===== config.mk =====
export PLATFORM = sky130hd
export DESIGN_NAME = poly_mult_result_collector_flat
export DESIGN_NICKNAME = d
export VERILOG_FILES = /design/src/rtl/poly_mult_result_collector_if.sv /design/src/rtl/poly_mult_result_collector.sv /design/src/flat_wrapper.sv
export SDC_FILE = /design/constraint.sdc
export NUM_CORES = 1
export LEC_CHECK = 0
export CORE_MARGIN = 2
export CORE_UTILIZATION = 35
export DETAILED_ROUTE_END_ITERATION = 10
export HOLD_SLACK_MARGIN = 0.02
export SYNTH_ARGS = -nofsm -noshare
export SYNTH_HDL_FRONTEND = slang
export SYNTH_SLANG_ARGS = --single-unit

===== constraint.sdc =====
create_clock -name clk -period 3.8 [get_ports clk]
set_input_delay 0.95 -clock clk [delete_from_list [all_inputs] [get_ports clk]]
set_output_delay 0.95 -clock clk [all_outputs]
set_load 0.005 [all_outputs]

===== src/rtl/poly_mult_result_collector_if.sv =====
// ---------------------------------------------------------------------------
// poly_mult_result_collector_if
//
// Groups the input and output stream handshakes of the polynomial-multiplier
// result collector into one bundle.
//
// Input stream (product coefficients c_k from the PE chain):
//   in_valid  - in_data/in_last are valid this cycle
//   in_ready  - collector accepts a word this cycle
//   in_data   - product coefficient c_k, 2N bits
//   in_last   - final coefficient of a product
// Output stream (folded coefficients r_j to the NTT/storage logic):
//   out_valid - out_data holds a result coefficient
//   out_ready - downstream accepts out_data this cycle
//   out_data  - folded coefficient r_j, 2N bits
//   out_index - coefficient index j
//   out_last  - high with r_(L-1)
//
// master: the producer/consumer side (PE chain + downstream logic).
// slave : the collector itself.
// ---------------------------------------------------------------------------
interface poly_mult_result_collector_if #(
    parameter int N = 4,
    parameter int L = 4
);
    localparam int W  = 2 * N;
    localparam int IW = (L > 1) ? $clog2(L) : 1;

    logic          in_valid;
    logic          in_ready;
    logic [W-1:0]  in_data;
    logic          in_last;
    logic          out_valid;
    logic          out_ready;
    logic [W-1:0]  out_data;
    logic [IW-1:0] out_index;
    logic          out_last;

    modport master (
        output in_valid,
        output in_data,
        output in_last,
        input  in_ready,
        input  out_valid,
        input  out_data,
        input  out_index,
        input  out_last,
        output out_ready
    );

    modport slave (
        input  in_valid,
        input  in_data,
        input  in_last,
        output in_ready,
        output out_valid,
        output out_data,
        output out_index,
        output out_last,
        input  out_ready
    );
endinterface


===== src/rtl/poly_mult_result_collector.sv =====
// ---------------------------------------------------------------------------
// poly_mult_result_collector
//
// Sink end of the systolic polynomial-multiplier array. Takes the full
// linear-convolution product c_0..c_(2L-2), folds the upper half back onto
// the lower half (negacyclic: x^L = -1, cyclic: x^L = +1), buffers the L
// folded coefficients and streams them out over valid/ready.
//
// Ports:
//   clk      - system clock, all state changes on the rising edge
//   rst      - synchronous active-high reset, discards any frame in flight
//   bus      - slave side of the input/output stream bundle
//   busy     - high from the first accepted word until the last result
//              handshake
//   err_len  - one-cycle pulse when a product had the wrong length
//
// Parameters:
//   N          - operand width; product/result words are 2N bits
//   L          - polynomial length (L >= 2)
//   NEGACYCLIC - 1 subtracts wrapped terms, 0 adds them
// ---------------------------------------------------------------------------
module poly_mult_result_collector #(
    parameter int N          = 4,
    parameter int L          = 4,
    parameter bit NEGACYCLIC = 1'b1
) (
    input  logic                          clk,
    input  logic                          rst,
    poly_mult_result_collector_if.slave   bus,
    output logic                          busy,
    output logic                          err_len
);
    localparam int W  = 2 * N;
    localparam int IW = (L > 1) ? $clog2(L) : 1;
    // k must reach 2L-2; $clog2(2L) always covers that value.
    localparam int KW = $clog2(2 * L);

    localparam logic [KW-1:0] K_L    = KW'(L);
    localparam logic [KW-1:0] K_LAST = KW'(2 * L - 2);
    localparam logic [IW-1:0] J_LAST = IW'(L - 1);

    localparam logic [0:0] ST_ACCUM = 1'b0;
    localparam logic [0:0] ST_DRAIN = 1'b1;

    logic [0:0]    state;
    logic [KW-1:0] k;
    logic [IW-1:0] j;
    logic [W-1:0]  coef_buf [L];

    logic          in_fire;
    logic          out_fire;
    logic          last_term;
    logic [IW-1:0] wr_idx;
    logic [W-1:0]  wrapped;

    // Handshake qualification and the buffer slot the current word lands in.
    // Words c_0..c_(L-1) map straight onto slots 0..L-1; later words fold
    // back onto slot k-L.
    always_comb begin
        in_fire   = bus.in_valid && (state == ST_ACCUM);
        out_fire  = bus.out_ready && (state == ST_DRAIN);
        last_term = (k == K_LAST);
        wr_idx    = '0;
        if (k < K_L) begin
            wr_idx = IW'(k);
        end else begin
            wr_idx = IW'(k - K_L);
        end
        if (NEGACYCLIC) begin
            wrapped = coef_buf[wr_idx] - bus.in_data;
        end else begin
            wrapped = coef_buf[wr_idx] + bus.in_data;
        end
    end

    assign bus.in_ready  = (state == ST_ACCUM);
    assign bus.out_valid = (state == ST_DRAIN);
    // Outputs are forced to zero outside DRAIN so the idle bus is quiet.
    assign bus.out_data  = (state == ST_DRAIN) ? coef_buf[j] : '0;
    assign bus.out_index = (state == ST_DRAIN) ? j : '0;
    assign bus.out_last  = (state == ST_DRAIN) && (j == J_LAST);

    always_ff @(posedge clk) begin
        if (rst) begin
            state   <= ST_ACCUM;
            k       <= '0;
            j       <= '0;
            busy    <= 1'b0;
            err_len <= 1'b0;
            for (int i = 0; i < L; i++) begin
                coef_buf[i] <= '0;
            end
        end else begin
            err_len <= 1'b0;

            if (in_fire) begin
                if (k < K_L) begin
                    coef_buf[wr_idx] <= bus.in_data;
                end else begin
                    coef_buf[wr_idx] <= wrapped;
                end
                busy <= 1'b1;
                k    <= k + 1'b1;

                // An early last leaves slots above k unwritten by this
                // frame; clear them so stale coefficients never leak out.
                // For k >= L-1 there are no such slots.
                if (bus.in_last) begin
                    for (int i = 0; i < L; i++) begin
                        if (KW'(i) > k) begin
                            coef_buf[i] <= '0;
                        end
                    end
                end

                if (last_term || bus.in_last) begin
                    state   <= ST_DRAIN;
                    k       <= '0;
                    j       <= '0;
                    err_len <= !(last_term && bus.in_last);
                end
            end

            if (out_fire) begin
                j <= j + 1'b1;
                if (j == J_LAST) begin
                    state <= ST_ACCUM;
                    j     <= '0;
                    busy  <= 1'b0;
                end
            end
        end
    end
endmodule

===== src/flat_wrapper.sv =====
// flat-port wrapper written by rule: the top's interface ports become plain ports
module poly_mult_result_collector_flat 
#(
    parameter int N          = 4,
    parameter int L          = 4,
    parameter bit NEGACYCLIC = 1'b1
)
  (clk, rst, busy, err_len, bus_in_valid, bus_in_data, bus_in_last, bus_in_ready, bus_out_valid, bus_out_data, bus_out_index, bus_out_last, bus_out_ready);
  poly_mult_result_collector_if #(.N(N), .L(L)) bus_i ();
  input  logic clk;
  input  logic rst;
  output logic busy;
  output logic err_len;
  input wire logic [$bits(bus_i.in_valid)-1:0] bus_in_valid;
  input wire logic [$bits(bus_i.in_data)-1:0] bus_in_data;
  input wire logic [$bits(bus_i.in_last)-1:0] bus_in_last;
  output wire logic [$bits(bus_i.in_ready)-1:0] bus_in_ready;
  output wire logic [$bits(bus_i.out_valid)-1:0] bus_out_valid;
  output wire logic [$bits(bus_i.out_data)-1:0] bus_out_data;
  output wire logic [$bits(bus_i.out_index)-1:0] bus_out_index;
  output wire logic [$bits(bus_i.out_last)-1:0] bus_out_last;
  input wire logic [$bits(bus_i.out_ready)-1:0] bus_out_ready;
  assign bus_i.in_valid = bus_in_valid;
  assign bus_i.in_data = bus_in_data;
  assign bus_i.in_last = bus_in_last;
  assign bus_in_ready = bus_i.in_ready;
  assign bus_out_valid = bus_i.out_valid;
  assign bus_out_data = bus_i.out_data;
  assign bus_out_index = bus_i.out_index;
  assign bus_out_last = bus_i.out_last;
  assign bus_i.out_ready = bus_out_ready;
  poly_mult_result_collector #(.N(N), .L(L), .NEGACYCLIC(NEGACYCLIC)) u_core (.clk(clk), .rst(rst), .bus(bus_i), .busy(busy), .err_len(err_len));
endmodule

**Yosys cells after proc, flatten, opt, wreduce, memory -nomap -nowiden**

Memory sizes are Yosys's and may differ from the RTL's. A register that Yosys moved wholly into a read port is not among the register bits.
Cells that the tools add are included.
Widths: inputs -> output; s select.

- Flip-flop bits (word level): 8
- Memory bits (writable): 32
- Memories kept: 1
- Output and inout bits: 15
- Logic and storage cells: 91

- Equal/unequal tests: 2
- Add/subtract/negate cells: 4
- Magnitude comparators: 5
- Bitwise logic cells: 8
- Reduce and logical (&&, ||, !) cells: 11
- Mux-type cells: 55

Memories:

| memory | words | width | rd ports | clocked after memory_dff | wr ports | RTL line | RTL |
|---|---|---|---|---|---|---|---|
| u_core.coef_buf | 4 | 8 | 2 | 1 | 4 | poly_mult_result_collector.sv:48 | `logic [W-1:0] coef_buf [L];` |

Operators with widths:

| cell | count |
|---|---|
| $mux 8 | 7 |
| $mux 1 | 38 |
| $mux 2 | 9 |
| $reduce_or 8->1 | 1 |
| $sub 8x8->8 | 1 |
| $gt 1x3->1 const A | 2 |
| $gt 2x3->1 const A | 2 |
| $or 1x1->1 | 5 |
| $logic_and 1x1->1 | 4 |
| $reduce_bool 2->1 | 2 |
| $add 3x1->3 const B | 1 |
| $eq 3x3->1 const B | 1 |
| $lt 3x3->1 const B | 1 |
| $mux 3 | 1 |
| $not 1->1 | 3 |
| $reduce_or 3->1 | 1 |
| $add 2x1->2 const B | 1 |
| $eq 2x2->1 const B | 1 |
| $reduce_and 2->1 | 1 |
| $sub 2x1->2 const B | 1 |
| $logic_not 1->1 | 1 |
| $logic_or 1x1->1 | 1 |

**Longest topological paths before layout**

Gate-level depths: netlist of the first run.

- Depth after elaboration: 8
- Gate-level depth with buffers: 11

**Least setup slack after synthesis of the first run**

OpenSTA, ideal clock, no wires.

- Path kind: input to register
- Start point: input port bus_in_valid
- End point: memory u_core.coef_buf[1][0] (netlist name), enable pin
- Path slack: 0.993 ns
- Arrival time: 2.403 ns
- Library setup time: 0.404 ns
- Cell stages on the path: 4
- Cells stage by stage: nor2b_2 buf_4 nand3b_1 o311ai_0

RTL lines:

| what | RTL line | RTL |
|---|---|---|
| from (decl) | flat_wrapper.sv:14 | `input wire logic [$bits(bus_i.in_valid)-1:0] bus_in_valid;` |
| to (decl) | poly_mult_result_collector.sv:48 |  |

==> results of run 1 <==
## cell usage after synthesis, drive strengths merged (4+ instances only)
| library cell | number | share of area |
|---|---|---|
| nor2 | 36 | 0.051 |
| edfxtp | 32 | 0.36 |
| a21oi | 22 | 0.041 |
| nand2 | 17 | 0.024 |
| and2 | 16 | 0.037 |
| mux4 | 16 | 0.14 |
| ha | 14 | 0.065 |
| inv | 13 | 0.018 |
| dfxtp | 12 | 0.090 |
| nand3 | 8 | 0.020 |
| nor3 | 8 | 0.015 |
| clkbuf | 7 | 0.0098 |
| o21ai | 7 | 0.013 |
| or3 | 5 | 0.012 |
| nand3b | 4 | 0.011 |
| xnor2 | 4 | 0.013 |
## layout make-up
type | count | area, sq um | share of cell area
Sequential cell | 44 | 1200 | 0.384
Clock inverter | 3 | 42.5 | 0.0136
Inverter | 13 | 48.8 | 0.0156
Clock buffer | 5 | 68.8 | 0.0220
Multi-Input combinational cell | 177 | 1370 | 0.437
Timing Repair Buffer | 28 | 278 | 0.0887
Tap cell | 99 | 124 | 0.0396
## cell families (layout without fill, tap and decap cells)
family,count (synthesis),after routing,synth area share
flops,44,44,0.449
buf+inv,23,49,0.0393
fa+ha+maj,15,15,0.0730
mux,16,16,0.145
compound gates,38,38,0.0800
xor+xnor,6,6,0.0196
simple gates,102,102,0.195
## flip-flops by register name, summed over array words and instances, names as in the netlist, named ones only
signal and flops:
u_core.busy 1, u_core.err_len 1, u_core.j 2, u_core.k 3, u_core.bus.out_valid 1, u_core.coef_buf 32
## power breakdown
part           internal, uW  switching [uW]  total (uW)
Clock                   195             162         357
Sequential              550            30.2         580
Combinational           108             109         217
## stage by stage
stage | hold WS, ps | util
6_report | 545 | 0.427
5_1_grt | 573 | 0.427
4_1_cts | 537 | 0.427
3_5_place_dp | 519 | 0.412
3_3_place_gp | 506 | 0.412
2_1_floorplan | 487 | -
## layer usage
| layer | vias to the layer above | routed length [um] | track usage |
|---|---|---|---|
| met4 | 0 | 25 | 0.0455 |
| met5 | - | 0 | 0 |
| met1 | 971 | 2920 | 0.211 |
| met3 | 2 | 308 | 0.0332 |
| met2 | 56 | 2770 | 0.243 |
| li1 | 938 | - | - |
## worst reg2reg max path, cell delays in order (launching register included)
cell     delay [ps]
dfxtp_1         650
mux4_1          630
ha_1            410
a21oi_1         220
o21ai_0         140
or4_4           500
a21o_1          230
a21oi_1         150
## how the worst max path moves through the flow
stage / startpoint / to
after floorplan: bus_in_valid / u_core.coef_buf[1][0]
after global placement: bus_in_data[2] / u_core.coef_buf[3][7]
after detailed placement: bus_in_data[6] / u_core.coef_buf[1][7]
after CTS: register / bus_out_data[4]
after global routing: register / bus_out_data[4]
final: register / bus_out_data[4]
==> metrics.txt, run 1 <==
placer congestion estimate 0.831; Post-DRT Antenna Nets 0; mapped cell area 2680 sq um; Max clock buf depth 2; DP Wirelength between 4 and 5 mm; crit path kind register to primary output; Finished Layout Cells approximately 370; CP peak stage delay between 700 and 800 ps; fin crit share 0.833; CTS resizes 0; Hold/Removal Path Class register to register; DR pass1 iterations 4; CP startpoint kind register; number of flops mapped to enable cells by yosys 32; largest net degree at the start of global routing 21; Crit. End Element primary output; die height a little over 90 um; final hold vios 0; Register-to-Register Path Depth 7; R2R setup slack between 700 and 800 ps; Total Nets Final roughly 300; placed cell count between 300 and 400; Antenna Cells 0; Unique masters post-synth 37; layout cell share with drive strength beyond 1 0.0815; Min-Delay Endpoint u_core.j[1]; Final Power approximately 1200 uW; Worst slew margin 0.487; Worst-Skew Late Latency 300 ps; initial antenna violation count 0; CTS Hold Buffers Added 0; worst slew pin tran 768 ps; cell breakdown of the critical path mux4_2 > and2_1 > clkdlybuf4s50_1; leading cell types in the layout, fill and taps excluded 36 x nor2_1, 32 x edfxtp_1, 27 x clkdlybuf4s50_1; critical path depth 3; critical path's top delay family flip-flops; pins over their slew limit 0; clk_skew about 7.7 ps; minimum clock period between 3000 and 4000 ps; DRC viols 0; total gr overflow 0; Tot GR Track Use 0.154; CTS root buffer clkbuf_8; max-cap check violation count 0; wire per inst between 15 and 20 um; initial drt markers roughly 140; commonest non-fill, non-tap cell in the layout nor2_1; worst setup margin about 640 ps; CTS H-tree depth 2; hold path start u_core.j[1]; first-pass GRT wire length around 9.9 mm; required time of the critical path roughly 2900 ps; Slowest-stage cell, CP dfxtp_1; Via density 5.33; Port Buffers 27; Site Rows 31; Die ar. ~8400 sq um; Mapped Cells roughly 240; CP max FO 8; Core Footprint around 7300 sq um; outcome complete, no violations; Synth async-reset ratio 0; Syn Nets about 270; Achievable Freq around 320 MHz; WL final 6.02 mm; Avg Synthesized Cell Area approximately 11 sq um; Post-DP Area ~3000 sq um; CTS tree built; Setup violations, final 0; Layout area overhead 17.1%; Die W about 90 um; postcts setup bufs 0; CP arrival roughly 2200 ps; num ports 28; vias in the first global route about 1.9k; fill count around 700; CTS sink count between 40 and 50; worst flop-to-flop path endpoint u_core.coef_buf[1][7]; initial core utilization 0.365; Worst-path clk slew approximately 80 ps; Peak VDD IR around 0.00017 V; pwr dens between 300 and 400 nW/um^2; sequential-to-total area share from yosys stat 0.449; Yosys reg bits 44; RSZ-0062 raised after global routing false; pre-CTS WS 545 ps; most common flop cell mapped by yosys edfxtp_1; Hold Path Depth 2; crit path buf inv count 1; design area roughly 3100 sq um; setup TNS 0 ps; Leakage Power around 0.0012 uW; TritonCTS Buffers 5; synth warn 0; routed vias 1967
(Power assumes the default switching activity.)
==> run 2: changes to the inputs <==
==> constraint.sdc (replaced) <==
create_clock -name clk -period 2.95 [get_ports clk]
set_input_delay 0.7375 -clock clk [delete_from_list [all_inputs] [get_ports clk]]
set_output_delay 0.7375 -clock clk [all_outputs]
set_load 0.005 [all_outputs]
==> metrics.txt, run 2 (synthesized netlist as in run 1, its figures left out) <==
outcome complete, no violations; minimum clock period 2830 ps; Site Rows 31; first-pass GRT wire length ~10 mm; Crit. End Element register; crit path kind register to register; Die W ~91 um; CTS H-tree depth 2; Worst slew margin 0.625; leading cell types in the layout, fill and taps excluded 36 x nor2_1, 32 x edfxtp_1, 27 x clkdlybuf4s50_1; Slowest-stage cell, CP mux4_1; switch share 0.260; initial drt markers around 110; TritonCTS Buffers 5; critical path's top delay family compound AO/OA/AOI/OAI gates; DR pass1 iterations 4; Largest Register u_core.coef_buf; most used cell, CP a21oi_1; R2R setup slack 120 ps; postcts setup bufs 0; DRC viols 0; post-layout util 0.457; Achievable Freq roughly 350 MHz; pre-CTS WS -79.5 ps; wire per inst between 15 and 20 um; sequential share of power 0.483; CTS resizes 1; final hold vios 0; initial antenna violation count 0; CTS root buffer clkbuf_8; Die ar. between 8000 and 9000 sq um; Via density roughly 5.2; WL final around 6.4 mm; DP Wirelength roughly 4.7 mm; Comb power frac 0.218; Tot GR Track Use 0.158; Post-DRT Antenna Nets 0; vias in the first global route around 2.0k; Layout area overhead 25.3%; Worst-Skew Late Latency around 290 ps; num ports 28; Worst-path clk slew 80 ps; largest net degree at the start of global routing 15; worst slew pin tran approximately 560 ps; design area between 3000 and 4000 sq um; pins over their slew limit 0; die height a little over 90 um; top flop regs u_core.coef_buf: 32 flops, u_core.k: 3 flops, u_core.j: 2 flops; max-cap check violation count 0; CP max FO 5; placed cell count 385; CP arrival between 2000 and 3000 ps; commonest non-fill, non-tap cell in the layout nor2_1; pwr dens between 400 and 500 nW/um^2; Peak VDD IR 0.000225 V; Hold/Removal Path Class register to register; Post-DP Area 3240 sq um; placer congestion estimate 0.851; Antenna Cells 0; layout cell share with drive strength beyond 1 0.160; Leakage Power around 0.0013 uW; CTS tree built; max reg flops 32; cell breakdown of the critical path buf_4 > mux4_1 > ha_1 > a21oi_1 > a211oi_1 > or4_4 > a21o_1 > a21oi_1; fin crit share 0.959; CTS Hold Buffers Added 0; initial core utilization 0.365; Total Nets Final roughly 320; crit path buf inv count 1; clk_skew roughly 3.5 ps; CP peak stage delay about 600 ps; Max clock buf depth 2; Core Footprint 7330 sq um; Clk network pwr share 0.299; CP startpoint kind register; routed vias 2043; Int Power 1130 uW; Finished Layout Cells slightly below 400; RSZ-0062 raised after global routing false; Setup violations, final 0; Port Buffers 27; WHS around 530 ps; total gr overflow 0; Switching Power about 400 uW; required time of the critical path between 3000 and 4000 ps; worst setup margin between 100 and 150 ps; CTS sink count 44
## run 2: cell count changes in the layout (fill, tap and decap cells not counted)
| cell | previous run | this run |
|---|---|---|
| buf_12 | 0 | 3 |
| buf_4 | 1 | 22 |
| dfxtp_1 | 12 | 11 |
| dfxtp_2 | 0 | 1 |
## run 2: worst register-to-register path, stage by stage (launching register included)
cell and delay [ps]:
dfxtp_2 420, buf_4 150, mux4_1 600, ha_1 220, a21oi_1 230, a211oi_1 150
or4_4 530, a21o_1 230, a21oi_1 150
## run 2: routing by layer
layer  share of wire  routed length (um)  GRT usage  vias to the layer above
met3           0.056                 354     0.0315                        4
met4          0.0045                  29     0.0328                        0
met2            0.47                3010      0.256                       65
met1            0.47                2980      0.220                      984
met5               0                   0          0                        -
li1                -                   -          -                      990
## run 2: stage by stage
| step | TNS, ps | power [uW] |
|---|---|---|
| 2_1_floorplan | 0 | 951 |
| 4_1_cts | 0 | 1540 |
| 5_1_grt | 0 | 1600 |
| 3_5_place_dp | -364 | 1090 |
| 3_3_place_gp | -149 | 1080 |
| 6_report | 0 | 1530 |
## run 2: area by class of cell
| type | count | area (sq um) |
|---|---|---|
| sequential | 44 | 1200 |
| clock inverter | 3 | 42.5 |
| fill | 691 | 3980 |
| multi-input combinational | 177 | 1370 |
| tap | 99 | 124 |
| inverter | 13 | 48.8 |
| timing repair buffer | 52 | 495 |
| clock buffer | 5 | 68.8 |
## run 2: path summary, 6_finish.rpt
kind,from,endpoint,cells past startpoint
worst max register to register,register,u_core.coef_buf[0][7],8
worst min-delay path,u_core.j[1],u_core.j[1],2
worst max-delay path,register,u_core.coef_buf[0][7],8
worst min register to register,u_core.j[1],u_core.j[1],2
## run 2: power groups by stage
stage	sequential, uW	combinational, uW	clock (uW)
floorplan	737	214	0
finish	740	333	459
global placement	751	331	0
global route	744	366	488
CTS	740	335	467
detailed placement	754	333	0
==> run 3: changes to the inputs <==
--- a/config.mk
+++ b/config.mk
@@ -5,10 +5,13 @@
 export SDC_FILE = /design/constraint.sdc
 export NUM_CORES = 1
 export LEC_CHECK = 0
+export CELL_PAD_IN_SITES_DETAIL_PLACEMENT = 1
+export CELL_PAD_IN_SITES_GLOBAL_PLACEMENT = 2
 export CORE_MARGIN = 2
 export CORE_UTILIZATION = 35
 export DETAILED_ROUTE_END_ITERATION = 10
 export HOLD_SLACK_MARGIN = 0.02
+export PLACE_DENSITY_LB_ADDON = 0.1
 export SYNTH_ARGS = -nofsm -noshare
 export SYNTH_HDL_FRONTEND = slang
 export SYNTH_SLANG_ARGS = --single-unit
==> metrics.txt, run 3 (synthesized netlist as in run 1, its figures left out) <==
outcome complete, no violations; Via density about 5.3; DR pass1 iterations 4; Worst-Skew Late Latency roughly 300 ps; DRC viols 0; fin crit share 0.942; RSZ-0062 raised after global routing false; worst setup margin 171 ps; first-pass GRT wire length about 12 mm; clk_skew approximately 8 ps; final hold vios 0; Final Power approximately 1500 uW; leading cell types in the layout, fill and taps excluded 36 x nor2_1, 32 x edfxtp_1, 30 x buf_4; WL final a little over 7 mm; crit path kind register to register; Antenna Cells 0; critical path's top delay family compound AO/OA/AOI/OAI gates; max reg flops 32; CTS root buffer clkbuf_8; largest net degree at the start of global routing 16; Hold/Removal Path Class register to register; Max clock buf depth 2; commonest non-fill, non-tap cell in the layout nor2_1; Site Rows 31; routed vias 2103; Worst slew margin 0.595; Die W roughly 91 um; Core Footprint between 7000 and 8000 sq um; top flop regs u_core.coef_buf: 32 flops, u_core.k: 3 flops, u_core.j: 2 flops; CTS tree built; CP startpoint kind register; pwr dens 452 nW/um^2; Setup violations, final 0; Largest Register u_core.coef_buf; CTS sink count between 40 and 50; CP peak stage delay ~600 ps; Tot GR Track Use 0.180; Leakage Power between 0.001 and 0.0015 uW; max-cap check violation count 0; Slowest-stage cell, CP mux4_1; crit path buf inv count 0; CTS Hold Buffers Added 0; initial drt markers between 90 and 100; placer congestion estimate ~0.84; Post-DRT Antenna Nets 0; fill count about 800; pre-CTS WS -151 ps; Die ar. roughly 8400 sq um; Worst-path clk slew roughly 90 ps; WHS around 530 ps; num ports 28; Port Buffers 27; total gr overflow 0; layout cell share with drive strength beyond 1 0.203; Layout area overhead 27.4%; required time of the critical path between 3000 and 4000 ps; pins over their slew limit 0; Achievable Freq about 360 MHz; CTS H-tree depth 2; CP max FO 5; Total Nets Final ~330; Crit. End Element register; minimum clock period about 2800 ps; wire per inst roughly 18 um; TritonCTS Buffers 5; Peak VDD IR around 0.0002 V; post-layout util 0.465; die height about 91 um; DP Wirelength around 5.4 mm; vias in the first global route ~2.2k; CP arrival 2920 ps; cell breakdown of the critical path mux4_1 > ha_1 > a21oi_2 > a211oi_1 > or4_4 > a21o_1 > a21oi_1; initial antenna violation count 0; initial core utilization 0.365; worst slew pin tran about 600 ps
run 3: cell count changes in the layout (fill, tap and decap cells not counted), moves of 2 or more:
cell | before | now
mux4_1 | 7 | 5
a21oi_1 | 22 | 19
buf_4 | 22 | 30
mux4_2 | 9 | 11
a21oi_2 | 0 | 3
run 3: worst register-to-register path: cells and delay by family, from the launching register on:
family,cells,cell delay (ps)
compound gates,4,760
mux,1,600
simple gates,1,530
flops,1,420
fa+ha+maj,1,330
run 3: what timing repair did:
action	4_1_cts	5_1_grt
resized for setup	2	7
setup endpoints to repair	6	4
setup buffers	0	0
run 3: stage by stage:
stage,cell area [sq um],cells,setup TNS (ps)
6_report,3410,400,0
3_3_place_gp,3280,392,-412
5_1_grt,3410,400,0
2_1_floorplan,2680,244,0
4_1_cts,3390,400,0
3_5_place_dp,3280,392,-647
run 3: layout make-up:
class                           instances  area, sq um  area share
Tap cell                               99          124      0.0364
Timing Repair Buffer                   59          536       0.157
Multi-Input combinational cell        177         1390       0.407
Sequential cell                        44         1200       0.354
Clock inverter                          2         15.0     0.00441
Inverter                               13         48.8      0.0143
Clock buffer                            6         93.8      0.0275
run 3: report_power, final:
part / switching, uW / internal (uW) / leakage [uW] / total (uW)
sequential: 28.4 / 709 / 0.000440 / 737
clock: 217 / 222 / 0.0000573 / 439
combinational: 177 / 188 / 0.000831 / 364
total: 422 / 1120 / 0.00133 / 1540
run 3: final timing paths:
kind | startpoint | endpoint | slack, ps | cells past startpoint
setup / recovery | register | u_core.coef_buf[3][7] | 170 | 7
hold / removal | u_core.busy | u_core.busy | 530 | 2
setup reg to reg | register | u_core.coef_buf[3][7] | 170 | 7
hold reg to reg | u_core.busy | u_core.busy | 530 | 2
run 3: routing by layer:
metal,part of all wire,global-route usage
met3,0.033,0.0257
met5,0,0
met2,0.49,0.308
met1,0.46,0.232
met4,0.016,0.0593
